===== src/rtl/mult_lut_seq.sv =====
// mult_lut_seq -- sequential unsigned WIDTH x WIDTH multiplier.
//
// Each operand is split into N = WIDTH/6 six-bit digits. One digit pair per
// cycle is looked up in the combinational 6x6 mult_lut. The 12-bit partial
// product is registered and then shifted and accumulated into a 2*WIDTH-bit
// accumulator. Registering the partial product keeps the LUT and the wide
// adder in separate cycles. The cost is one drain cycle after the last
// lookup, so a result is ready N*N+1 edges after the accepting edge.
//
// Ports:
//   clk        clock, rising edge
//   rst        synchronous reset, active high
//   in_valid   operands valid        in_ready   idle, operands accepted
//   a_i, b_i   unsigned operands     product_o  a*b, registered, 2*WIDTH bits
//   out_valid  product valid         out_ready  consumer accepts product
//
// mult_lut -- combinational 6x6 unsigned multiply table.
//   addr[11:6] = multiplicand digit, addr[5:0] = multiplier digit.
//   data_o = 12-bit product.

module mult_lut (
    input  logic [11:0] addr,
    output logic [11:0] data_o
);
    assign data_o = {6'b0, addr[11:6]} * {6'b0, addr[5:0]};
endmodule

module mult_lut_seq #(
    parameter int WIDTH = 24
) (
    input  logic                 clk,
    input  logic                 rst,
    input  logic                 in_valid,
    output logic                 in_ready,
    input  logic [WIDTH-1:0]     a_i,
    input  logic [WIDTH-1:0]     b_i,
    output logic                 out_valid,
    input  logic                 out_ready,
    output logic [2*WIDTH-1:0]   product_o
);
    localparam int N    = WIDTH / 6;
    localparam int CW   = (N > 1) ? $clog2(N) : 1;
    localparam int SHW  = CW + 1;       // holds i+j, up to 2N-2
    localparam int ACCW = 2 * WIDTH;
    localparam logic [CW-1:0] LAST = CW'(N - 1);

    typedef enum logic [1:0] {IDLE, MUL, DONE} state_t;

    state_t              state, state_nxt;
    logic [N-1:0][5:0]   a_dig, b_dig;
    logic [CW-1:0]       i_q, j_q;
    logic                drain_q;       // all digit pairs issued; one add left
    logic [11:0]         pp_q;
    logic [SHW-1:0]      sh_q;          // digit weight (i+j) of pp_q
    logic                pp_vld;
    logic [ACCW-1:0]     acc_q, product_q;

    logic [11:0]         lut_data;
    logic [ACCW-1:0]     pp_ext, term, acc_sum;
    logic [SHW+2:0]      shamt;

    mult_lut u_lut (
        .addr   ({a_dig[i_q], b_dig[j_q]}),
        .data_o (lut_data)
    );

    // Shift and add for the registered partial product. 6*sh is built as 4*sh + 2*sh.
    always_comb begin
        pp_ext       = '0;
        pp_ext[11:0] = pp_q;
        shamt        = {1'b0, sh_q, 2'b00} + {2'b00, sh_q, 1'b0};
        term         = pp_vld ? (pp_ext << shamt) : '0;
        acc_sum      = acc_q + term;
    end

    always_comb begin
        state_nxt = state;
        in_ready  = 1'b0;
        out_valid = 1'b0;
        case (state)
            IDLE: begin
                in_ready = 1'b1;
                if (in_valid) state_nxt = MUL;
            end
            MUL: begin
                if (drain_q) state_nxt = DONE;
            end
            DONE: begin
                out_valid = 1'b1;
                if (out_ready) state_nxt = IDLE;
            end
            default: state_nxt = IDLE;
        endcase
    end

    always_ff @(posedge clk) begin
        if (rst) begin
            state     <= IDLE;
            a_dig     <= '0;
            b_dig     <= '0;
            i_q       <= '0;
            j_q       <= '0;
            drain_q   <= 1'b0;
            pp_q      <= '0;
            sh_q      <= '0;
            pp_vld    <= 1'b0;
            acc_q     <= '0;
            product_q <= '0;
        end else begin
            state <= state_nxt;
            case (state)
                IDLE: begin
                    if (in_valid) begin
                        a_dig   <= a_i;
                        b_dig   <= b_i;
                        acc_q   <= '0;
                        i_q     <= '0;
                        j_q     <= '0;
                        drain_q <= 1'b0;
                        pp_vld  <= 1'b0;
                    end
                end
                MUL: begin
                    acc_q <= acc_sum;
                    if (!drain_q) begin
                        pp_q   <= lut_data;
                        sh_q   <= {1'b0, i_q} + {1'b0, j_q};
                        pp_vld <= 1'b1;
                        if (j_q == LAST) begin
                            j_q <= '0;
                            if (i_q == LAST) drain_q <= 1'b1;
                            else             i_q     <= i_q + 1'b1;
                        end else begin
                            j_q <= j_q + 1'b1;
                        end
                    end else begin
                        // Fold in the last partial product and publish the result.
                        product_q <= acc_sum;
                        pp_vld    <= 1'b0;
                        drain_q   <= 1'b0;
                    end
                end
                default: ;
            endcase
        end
    end

    assign product_o = product_q;

endmodule

===== config.mk =====
export PLATFORM = sky130hd
export DESIGN_NAME = mult_lut_seq
export DESIGN_NICKNAME = d
export VERILOG_FILES = /design/src/rtl/mult_lut_seq.sv
export SDC_FILE = /design/constraint.sdc
export NUM_CORES = 1
export LEC_CHECK = 0
export CORE_MARGIN = 5
export CORE_UTILIZATION = 45
export CTS_BUF_LIST = sky130_fd_sc_hd__clkbuf_8
export CTS_CLUSTER_DIAMETER = 120
export DETAILED_ROUTE_END_ITERATION = 6
export PLACE_DENSITY_LB_ADDON = 0.15
export REMOVE_ABC_BUFFERS = 1
export SETUP_SLACK_MARGIN = 0.2
export SYNTH_ARGS = -nofsm -noshare
export SYNTH_HDL_FRONTEND = slang
export SYNTH_HIERARCHICAL = 1
export SYNTH_SLANG_ARGS = --single-unit

===== constraint.sdc =====
create_clock -name clk -period 5.1 [get_ports clk]
set_input_delay 1.53 -clock clk [delete_from_list [all_inputs] [get_ports clk]]
set_output_delay 1.53 -clock clk [all_outputs]
set_load 0.1 [all_outputs]

Word-level counts from Yosys, hierarchy flattened --
Cells that the tools add are included.
Storage, ports and cells: memories 0, bits in writable memories 0, word-level logic and storage cells 74, memory bits (read-only) 0, latch bits 0, flip-flop bits (word level) 167
Cells by class: $add $sub $neg 5, equality and inequality tests 10, multipliers 1, shifts and indexed selects 1, divide/modulo/power cells 0, order comparisons 2, reductions and logical operators 9, bitwise logic cells 1, muxes and demuxes 28
Operators by type and width (number):
- 2-to-1 mux 48 bit | 2
- case mux 48 bit (2 select lines) | 1
- adder 48 bit | 1
- << shifter 12 x 6 -> 48 bit | 1
- binary-select mux 6 bit (select 2 bit) | 2
- 2-to-1 mux 2 bit | 9
- multiplier 6 x 6 -> 12 bit | 1
- 2-to-1 mux 6 bit | 2
- inequality test 2 bit, second input constant | 6
- case mux 2 bit (2 select lines) | 2
- AND reduction 2 bit | 4
- 2-to-1 mux 1 bit | 7
- adder 5 x 4 -> 6 bit | 1
- == test 2 bit, second input constant | 3
- < comparator 2 x 3 -> 1 bit, second input constant | 2
- case mux 2 bit (3 select lines) | 1
- AND reduction 3 bit | 2
- AND reduction 5 bit | 1
- adder 2 x 1 -> 2 bit, second input constant | 2
- case mux 1 bit (2 select lines) | 2
- adder 2 x 2 -> 3 bit | 1
- == test 2 x 1 -> 1 bit, second input constant | 1
- zero test 2 bit | 1
- nonzero test 2 bit | 1
- NOT 1 bit | 1

Depth between registers and ports, before layout --
Gate-level depths: netlist (run 1).
depth in word-level cells 5, mapped depth 20, depth with buffers taken out 18

By module --
The synthesis (run 1) kept the hierarchy.
Modules (own cells, without submodules):
- mult_lut_seq | instances 1, sequential area each 3343.2 um^2, area an instance 9631.7 um^2, cells an instance 1208
- mult_lut | instances 1, sequential area each 0.0 um^2, area an instance 1108.6 um^2, cells an instance 128

Worst setup path before layout (run 1) --
No wires, ideal clock.
kind register to register, from register j_q[0], to register pp_q[10], library setup time 0.132 ns, stages on the path, launching flop included 16, buffers on the path 1, data arrival time 4.189 ns, path slack 0.778 ns, cell sequence dfxtp_1 clkbuf_1 mux4_2 and2_1 fa_1 fa_1 inv_1 fa_1 inv_1 ha_1 nand3_1 nand2_2 a221o_1 a211o_1 nand2_1 a21oi_1
On the way: longest elaborated chain between the ends 3
RTL lines:
- from (decl) | line 51 | logic [CW-1:0] i_q, j_q;
- from (signal assigned) | line 134 | j_q <= j_q + 1'b1;
- binary-select mux 6 bit (select 2 bit) | line 63 | .addr ({a_dig[i_q], b_dig[j_q]}),
- 2-to-1 mux 6 bit (not written as such) | line 63
- multiplier 6 x 6 -> 12 bit | line 25 | assign data_o = {6'b0, addr[11:6]} * {6'b0, addr[5:0]};
- net lut_data[10] | line 58 | logic [11:0] lut_data;
- to (signal assigned) | line 126 | pp_q <= lut_data;
- to (decl) | line 53 | logic [11:0] pp_q;
The timed path passes the listed nets, and every way through them passes these cells. The select of a mux whose other input is x is not followed. A chain may end at the register's enable or synchronous reset.

Worst setup path in the final report (run 1) --
from register sh_q[1], to register acc_q[33]
On the way: longest elaborated chain between the ends 5
RTL lines:
- from (decl) | line 54 | logic [SHW-1:0] sh_q;
- from (signal assigned) | line 127 | sh_q <= {1'b0, i_q} + {1'b0, j_q};
- adder 5 x 4 -> 6 bit | line 71 | shamt = {1'b0, sh_q, 2'b00} + {2'b00, sh_q, 1'b0};
- << shifter 12 x 6 -> 48 bit | line 72 | term = pp_vld ? (pp_ext << shamt) : '0;
- 2-to-1 mux 48 bit | line 72
- adder 48 bit | line 73 | acc_sum = acc_q + term;
- case mux 48 bit (2 select lines) | line 111 | case (state)
- to (signal assigned) | line 124 | acc_q <= acc_sum;
- to (decl) | line 56 | logic [ACCW-1:0] acc_q, product_q;
Every way passes these cells.

==> flow_metrics.env, run 1 <==
export IMPL_critical_path_cell_chain="ha_1, mux4_2, a21oi_1, nor2_1, ha_1, nand4_2, a211oi_2, nor3b_1, nor3_1, a31oi_1, o31ai_1, buf_4, a21oi_1, xnor2_1, a22o_1"
export IMPL_worst_pin_slew_ns=1.15
export IMPL_path_delay_family="compound AO/OA/AOI/OAI gates"
export IMPL_final_nets=1560
export IMPL_critPathSlowestCell="ha_1"
export IMPL_instances_no_fill=1746
export IMPL_first_pass_iters=6
export IMPL_port_buffers=101
export IMPL_setup_viol=0
export IMPL_critical_path_cell_count=15
export IMPL_cts_buffer_depth=2
export IMPL_final_cell_mix="272 x nand2_1, 178 x a21oi_1, 164 x dfxtp_1"
export IMPL_ant_nets=0
export IMPL_vias_per_cell=5.50
export IMPL_yosysUniqueCellTypes=69
export IMPL_area_delta_synth_final_pct=16.1
export IMPL_whs_ns=0.457
export IMPL_reg2reg_from="sh_q[1]$_SDFFE_PP0P_"
export IMPL_hp_class="reg2reg"
export IMPL_status="complete, no violations"
export IMPL_drv_slew=0
export IMPL_n_fill_cell=2297
export IMPL_final_area_sq_um=12500
export IMPL_cts_sinks=167
export IMPL_synth_area_sq_um=10700
export IMPL_postCtsSetupRepairBufs=0
export IMPL_avgRoutedWirePerCell_um=16.5
export IMPL_cts_root_buffer="clkbuf_8"
export IMPL_worstPathBufferInverterCount=1
export IMPL_timing_final_crit_share=0.905
export IMPL_path_class="reg2reg"
export IMPL_r2r_cells=15
export IMPL_cts_buffers_inserted=17
export IMPL_final_core_util=0.531
export IMPL_fp_coreArea_sq_um=23500
export IMPL_antenna_found_initial=0
export IMPL_critPathCapture="acc_q[33]$_SDFFE_PP0P_"
export IMPL_rows=56
export IMPL_layout_drive_gt1_share=0.0771
export IMPL_synthFlopType="dfxtp_1"
export IMPL_start_util=0.458
export IMPL_yosysSeqAreaShare=0.311
export IMPL_tns_ns=0
export IMPL_rsz0062_at_grt="no"
export IMPL_period_needed_ns=4.61
export IMPL_drc=0
export IMPL_grt_max_degree=69
export IMPL_clk_latency_ns=0.48
export IMPL_cts_clk_slew_worst_paths_ns=0.11
export IMPL_p_leak_uw=0.00490
export IMPL_dpl_cell_count=1714
export IMPL_place_gp_congestion=0.947
export IMPL_n_antenna_cell=0
export IMPL_dieWidth_um=164
export IMPL_postSynthCellCount=1336
export IMPL_ys_seq_elements=167
export IMPL_h_tree_depth=4
export IMPL_regToRegSetupSlack_ns=0.49
export IMPL_slowest_delay_ns=0.59
export IMPL_async_reset_ff_frac=0
export IMPL_hold_violations=0
export IMPL_start_kind="flop"
export IMPL_grt_pass1_vias=9157
export IMPL_globalRouteOverflowTotal=0
export IMPL_synth_edf_count=0
export IMPL_worstPathMaxFanout=14
export IMPL_cts_tree="done"
export IMPL_final_common_cell="nand2_1"
export IMPL_place_hpwl_um=22000
export IMPL_ys_warn_count=6
export IMPL_ir_worst_vdd_mv=0.151
export IMPL_end_kind="flop"
export IMPL_whs_path_depth=2
export IMPL_max_cap_viol_count=0
export IMPL_grt_pass1_wl_um=47900
export IMPL_skew_ns=0.0135
export IMPL_powerDensity_nw_per_um2=209
export IMPL_post_dp_cell_area_sq_um=12000
export IMPL_vias=9602
export IMPL_required_ns=5.48
export IMPL_totalWireLength_um=28800
export IMPL_die_area_sq_um=27100
export IMPL_relSlewSlack=0.228
export IMPL_syn_avg_cell_area_sq_um=8.04
export IMPL_die_h_um=164
export IMPL_ios=102
export IMPL_rr_endpoint="acc_q[33]$_SDFFE_PP0P_"
export IMPL_drtIter0Drc=615
export IMPL_fmax_mhz=217
export IMPL_cp_arrival_ns=4.99
export IMPL_grt_util_all_layers=0.218
export IMPL_crit_start="sh_q[1]$_SDFFE_PP0P_"
what timing repair did:
action / CTS / global route
resized for setup: 0 / 3
endpoints found under the setup margin: 0 / 3
hold buffers: 0 / 0
cells in the mapped netlist (3+ instances only):
library cell	instances	share of area
nand2_1	272	0.095
a21oi_1	178	0.083
dfxtp_1	167	0.31
nor2_1	101	0.035
ha_1	74	0.086
clkbuf_1	59	0.021
inv_1	43	0.015
a22o_1	40	0.033
and2_1	40	0.023
xnor2_1	34	0.028
o21ai_0	26	0.012
a22oi_1	23	0.016
a21o_1	22	0.015
xor2_1	22	0.018
fa_1	20	0.037
nand3_1	18	0.0084
nor3_1	17	0.0079
mux4_2	14	0.029
a31oi_1	12	0.0070
o22ai_1	12	0.0070
nor2b_1	11	0.0064
o21bai_1	11	0.0077
nand4_1	10	0.0058
mux2i_1	9	0.0084
o31ai_1	7	0.0049
mux2_2	6	0.0063
and3_1	5	0.0029
and4_1	5	0.0041
nand2b_1	5	0.0029
o21a_1	5	0.0035
a211oi_1	4	0.0028
o211ai_1	4	0.0028
a211oi_2	3	0.0035
a21oi_2	3	0.0024
a221o_1	3	0.0028
buf_1	3	0.0010
buf_6	3	0.0031
clkbuf_2	3	0.0014
clkbuf_8	3	0.0038
or3_1	3	0.0017
flip-flops by register name (all words and copies together), names as in the netlist, 2 cells and up:
signal / count
acc_q: 48
j_q: 2
i_q: 2
state: 2
sh_q: 3
a_dig: 24
pp_q: 12
b_dig: 24
product_o: 48
report_power, final:
group | total, uW | internal (uW) | switching (uW)
Combinational | 236 | 94.7 | 141
Clock | 1020 | 388 | 636
Sequential | 1350 | 1330 | 19.6
Total | 2610 | 1810 | 796
worst min-delay path by stage:
stage                               startpoint                          to  slack [ns]
CTS                     b_dig[18]$_SDFFE_PP0P_      b_dig[18]$_SDFFE_PP0P_        0.46
finish              product_o[35]$_SDFFE_PP0P_  product_o[35]$_SDFFE_PP0P_        0.46
global placement        a_dig[21]$_SDFFE_PP0P_      a_dig[21]$_SDFFE_PP0P_        0.44
global route        product_o[35]$_SDFFE_PP0P_  product_o[35]$_SDFFE_PP0P_        0.48
detailed placement      b_dig[18]$_SDFFE_PP0P_      b_dig[18]$_SDFFE_PP0P_        0.44
floorplan               a_dig[11]$_SDFFE_PP0P_      a_dig[11]$_SDFFE_PP0P_        0.43
cell families after synthesis:
kind of cell	after synthesis	share of synthesized area
compound gates	371	0.222
xor+xnor	56	0.0457
fa+ha+maj	94	0.123
buf+inv	119	0.0496
flops	167	0.311
mux	29	0.0440
simple gates	500	0.204
worst reg2reg max path, delay by kind of cell (launching register included):
kind,cells,cell delay [ns]
flip-flops,1,0.37
AND/OR/NAND/NOR,4,0.85
XOR/XNOR,1,0.17
multiplexers,1,0.39
buffers and inverters,1,0.17
AO/OA/AOI/OAI,6,1.58
adder cells (fa/ha/maj),2,0.98
stage by stage:
stage,setup WS [ns],total power (uW)
6_report,0.486,2610
5_1_grt,0.210,2720
4_1_cts,0.385,2640
3_5_place_dp,0.441,1620
3_3_place_gp,0.421,1620
2_1_floorplan,0.172,1500
layout make-up:
cell class	count	area, sq um	share of cell area
Inverter	44	165	0.0132
Multi-Input combinational cell	1050	6870	0.551
Sequential cell	167	3350	0.268
Clock buffer	17	234	0.0188
Timing Repair Buffer	134	1260	0.101
Clock inverter	15	194	0.0156
Tap cell	319	399	0.0320
per-layer routing:
layer | wire length [um] | global-route usage | up-vias
li1 | - | - | 4843
met1 | 14600 | 0.326 | 4491
met2 | 12400 | 0.331 | 239
met3 | 1550 | 0.0374 | 29
met4 | 338 | 0.0484 | 0
met5 | 0 | 0 | -
No activity file was read; power rests on OpenSTA's default activity.
==> run 2, diff against run 1 <==
--- a/config.mk
+++ b/config.mk
@@ -5,6 +5,7 @@
 export SDC_FILE = /design/constraint.sdc
 export NUM_CORES = 1
 export LEC_CHECK = 0
+export ABC_AREA = 0
 export CORE_MARGIN = 5
 export CORE_UTILIZATION = 45
 export CTS_BUF_LIST = sky130_fd_sc_hd__clkbuf_8
==> results of run 2 <==
Final layout, timing and power as in run 1 (identical DEF).
==> run 3, diff against run 2 <==
--- a/config.mk
+++ b/config.mk
@@ -7,7 +7,7 @@
 export LEC_CHECK = 0
 export ABC_AREA = 0
 export CORE_MARGIN = 5
-export CORE_UTILIZATION = 45
+export CORE_UTILIZATION = 37
 export CTS_BUF_LIST = sky130_fd_sc_hd__clkbuf_8
 export CTS_CLUSTER_DIAMETER = 120
 export DETAILED_ROUTE_END_ITERATION = 6
==> constraint.sdc (replaced) <==
create_clock -name clk -period 5.7 [get_ports clk]
set_input_delay 1.71 -clock clk [delete_from_list [all_inputs] [get_ports clk]]
set_output_delay 1.71 -clock clk [all_outputs]
set_load 0.1 [all_outputs]
==> flow_metrics.env, run 3 (synthesis gave the netlist of run 1 again) <==
export IMPL_setup_ws_ns=0.722
export IMPL_worstPathMaxFanout=17
export IMPL_start_util=0.374
export IMPL_ios=102
export IMPL_worst_pin_slew_ns=0.981
export IMPL_postCtsSetupRepairBufs=0
export IMPL_final_core_util=0.433
export IMPL_dieWidth_um=180
export IMPL_cp_arrival_ns=5.36
export IMPL_hp_class="reg2reg"
export IMPL_tns_ns=0
export IMPL_cts_buffers_inserted=17
export IMPL_critPathSlowestCell="ha_1"
export IMPL_layout_drive_gt1_share=0.0638
export IMPL_globalRouteOverflowTotal=0
export IMPL_status="complete, no violations"
export IMPL_period_needed_ns=4.98
export IMPL_first_pass_iters=5
export IMPL_skew_ns=0.0216
export IMPL_hold_violations=0
export IMPL_ir_worst_vdd_mv=0.122
export IMPL_whs_path_depth=2
export IMPL_p_leak_uw=0.00482
export IMPL_ant_nets=0
export IMPL_final_nets=1543
export IMPL_path_class="reg2reg"
export IMPL_cts_buffer_depth=2
export IMPL_h_tree_depth=4
export IMPL_end_kind="flop"
export IMPL_vias=9536
export IMPL_fp_coreArea_sq_um=28700
export IMPL_final_common_cell="nand2_1"
export IMPL_grt_pass1_wl_um=50300
export IMPL_drv_slew=0
export IMPL_critical_path_cell_chain="ha_1, buf_4, mux2_2, nand2_1, o21ai_0, inv_1, nand2_1, o21ai_0, nor2_1, ha_1, nand2_1, nor2_1, a21oi_1, o31ai_1, a31oi_1, o31ai_1, a21oi_1, xnor2_1, a22o_1"
export IMPL_grt_max_degree=69
export IMPL_cts_clk_slew_worst_paths_ns=0.11
export IMPL_fmax_mhz=201
export IMPL_rsz0062_at_grt="no"
export IMPL_avgRoutedWirePerCell_um=17.1
export IMPL_antenna_found_initial=0
export IMPL_place_hpwl_um=23300
export IMPL_port_buffers=101
export IMPL_die_h_um=180
export IMPL_cts_sinks=167
export IMPL_cts_root_buffer="clkbuf_8"
export IMPL_max_cap_viol_count=0
export IMPL_final_area_sq_um=12400
export IMPL_die_area_sq_um=32500
export IMPL_grt_util_all_layers=0.186
export IMPL_cts_tree="done"
export IMPL_start_kind="flop"
export IMPL_crit_top_cell="nand2_1"
export IMPL_dp_slack_ns=0.729
export IMPL_rows=62
export IMPL_clk_latency_ns=0.48
export IMPL_post_dp_cell_area_sq_um=12000
export IMPL_timing_final_crit_share=0.873
export IMPL_postCtsHoldBufs=0
export IMPL_r2r_cells=19
export IMPL_powerDensity_nw_per_um2=188
export IMPL_cts_repair_resized=0
export IMPL_totalWireLength_um=30700
export IMPL_relSlewSlack=0.344
export IMPL_final_cell_mix="272 x nand2_1, 178 x a21oi_1, 167 x dfxtp_1"
export IMPL_vias_per_cell=5.32
export IMPL_drc=0
export IMPL_place_gp_congestion=0.981
export IMPL_setup_viol=0
export IMPL_slowest_delay_ns=0.54
export IMPL_drtIter0Drc=558
export IMPL_area_delta_synth_final_pct=15.7
export IMPL_grt_pass1_vias=9398
export IMPL_n_antenna_cell=0
export IMPL_required_ns=6.08
run 3: worst max-delay path, delay by kind of cell, from the launching register on:
kind                       cells  cell delay, ns
AOI/OAI and AO/OA              8            1.96
adders and majority gates      2            0.95
and+or+nand+nor                5            0.68
buffers and inverters          2            0.42
DFF                            1            0.37
muxes                          1            0.35
xor gates and xnor gates       1            0.17
run 3: layer usage:
| metal | vias up | GRT usage | part of all wire |
|---|---|---|---|
| met5 | - | 0 | 0 |
| li1 | 4803 | - | - |
| met1 | 4515 | 0.271 | 0.50 |
| met3 | 21 | 0.0240 | 0.033 |
| met2 | 197 | 0.298 | 0.45 |
| met4 | 0 | 0.0363 | 0.011 |
run 3: cell type report:
type | count | area, sq um
Timing Repair Buffer | 117 | 1130
Multi-Input combinational cell | 1050 | 6870
Clock buffer | 17 | 234
Tap cell | 384 | 480
Clock inverter | 15 | 201
Inverter | 44 | 165
Sequential cell | 167 | 3340
Fill cell | 2970 | 16300
run 3: path summary, 6_finish.rpt:
kind / start / endpoint / slack (ns)
max: sh_q[1]$_SDFFE_PP0P_ / acc_q[33]$_SDFFE_PP0P_ / 0.72
min: a_dig[7]$_SDFFE_PP0P_ / a_dig[7]$_SDFFE_PP0P_ / 0.46
max reg2reg: sh_q[1]$_SDFFE_PP0P_ / acc_q[33]$_SDFFE_PP0P_ / 0.72
min reg2reg: a_dig[7]$_SDFFE_PP0P_ / a_dig[7]$_SDFFE_PP0P_ / 0.46
run 3: report_power, final:
group | switching (uW) | leakage, uW | internal (uW)
Clock | 569 | 0.000213 | 345
Sequential | 17.5 | 0.00135 | 1190
Combinational | 130 | 0.00325 | 83.5
run 3: per-stage QoR:
step / cells / hold slack [ns] / power, uW
finish: 1794 / 0.460 / 2340
global route: 1794 / 0.471 / 2440
CTS: 1794 / 0.461 / 2380
detailed placement: 1762 / 0.446 / 1450
global placement: 1762 / 0.440 / 1450
floorplan: 1261 / 0.427 / 1340
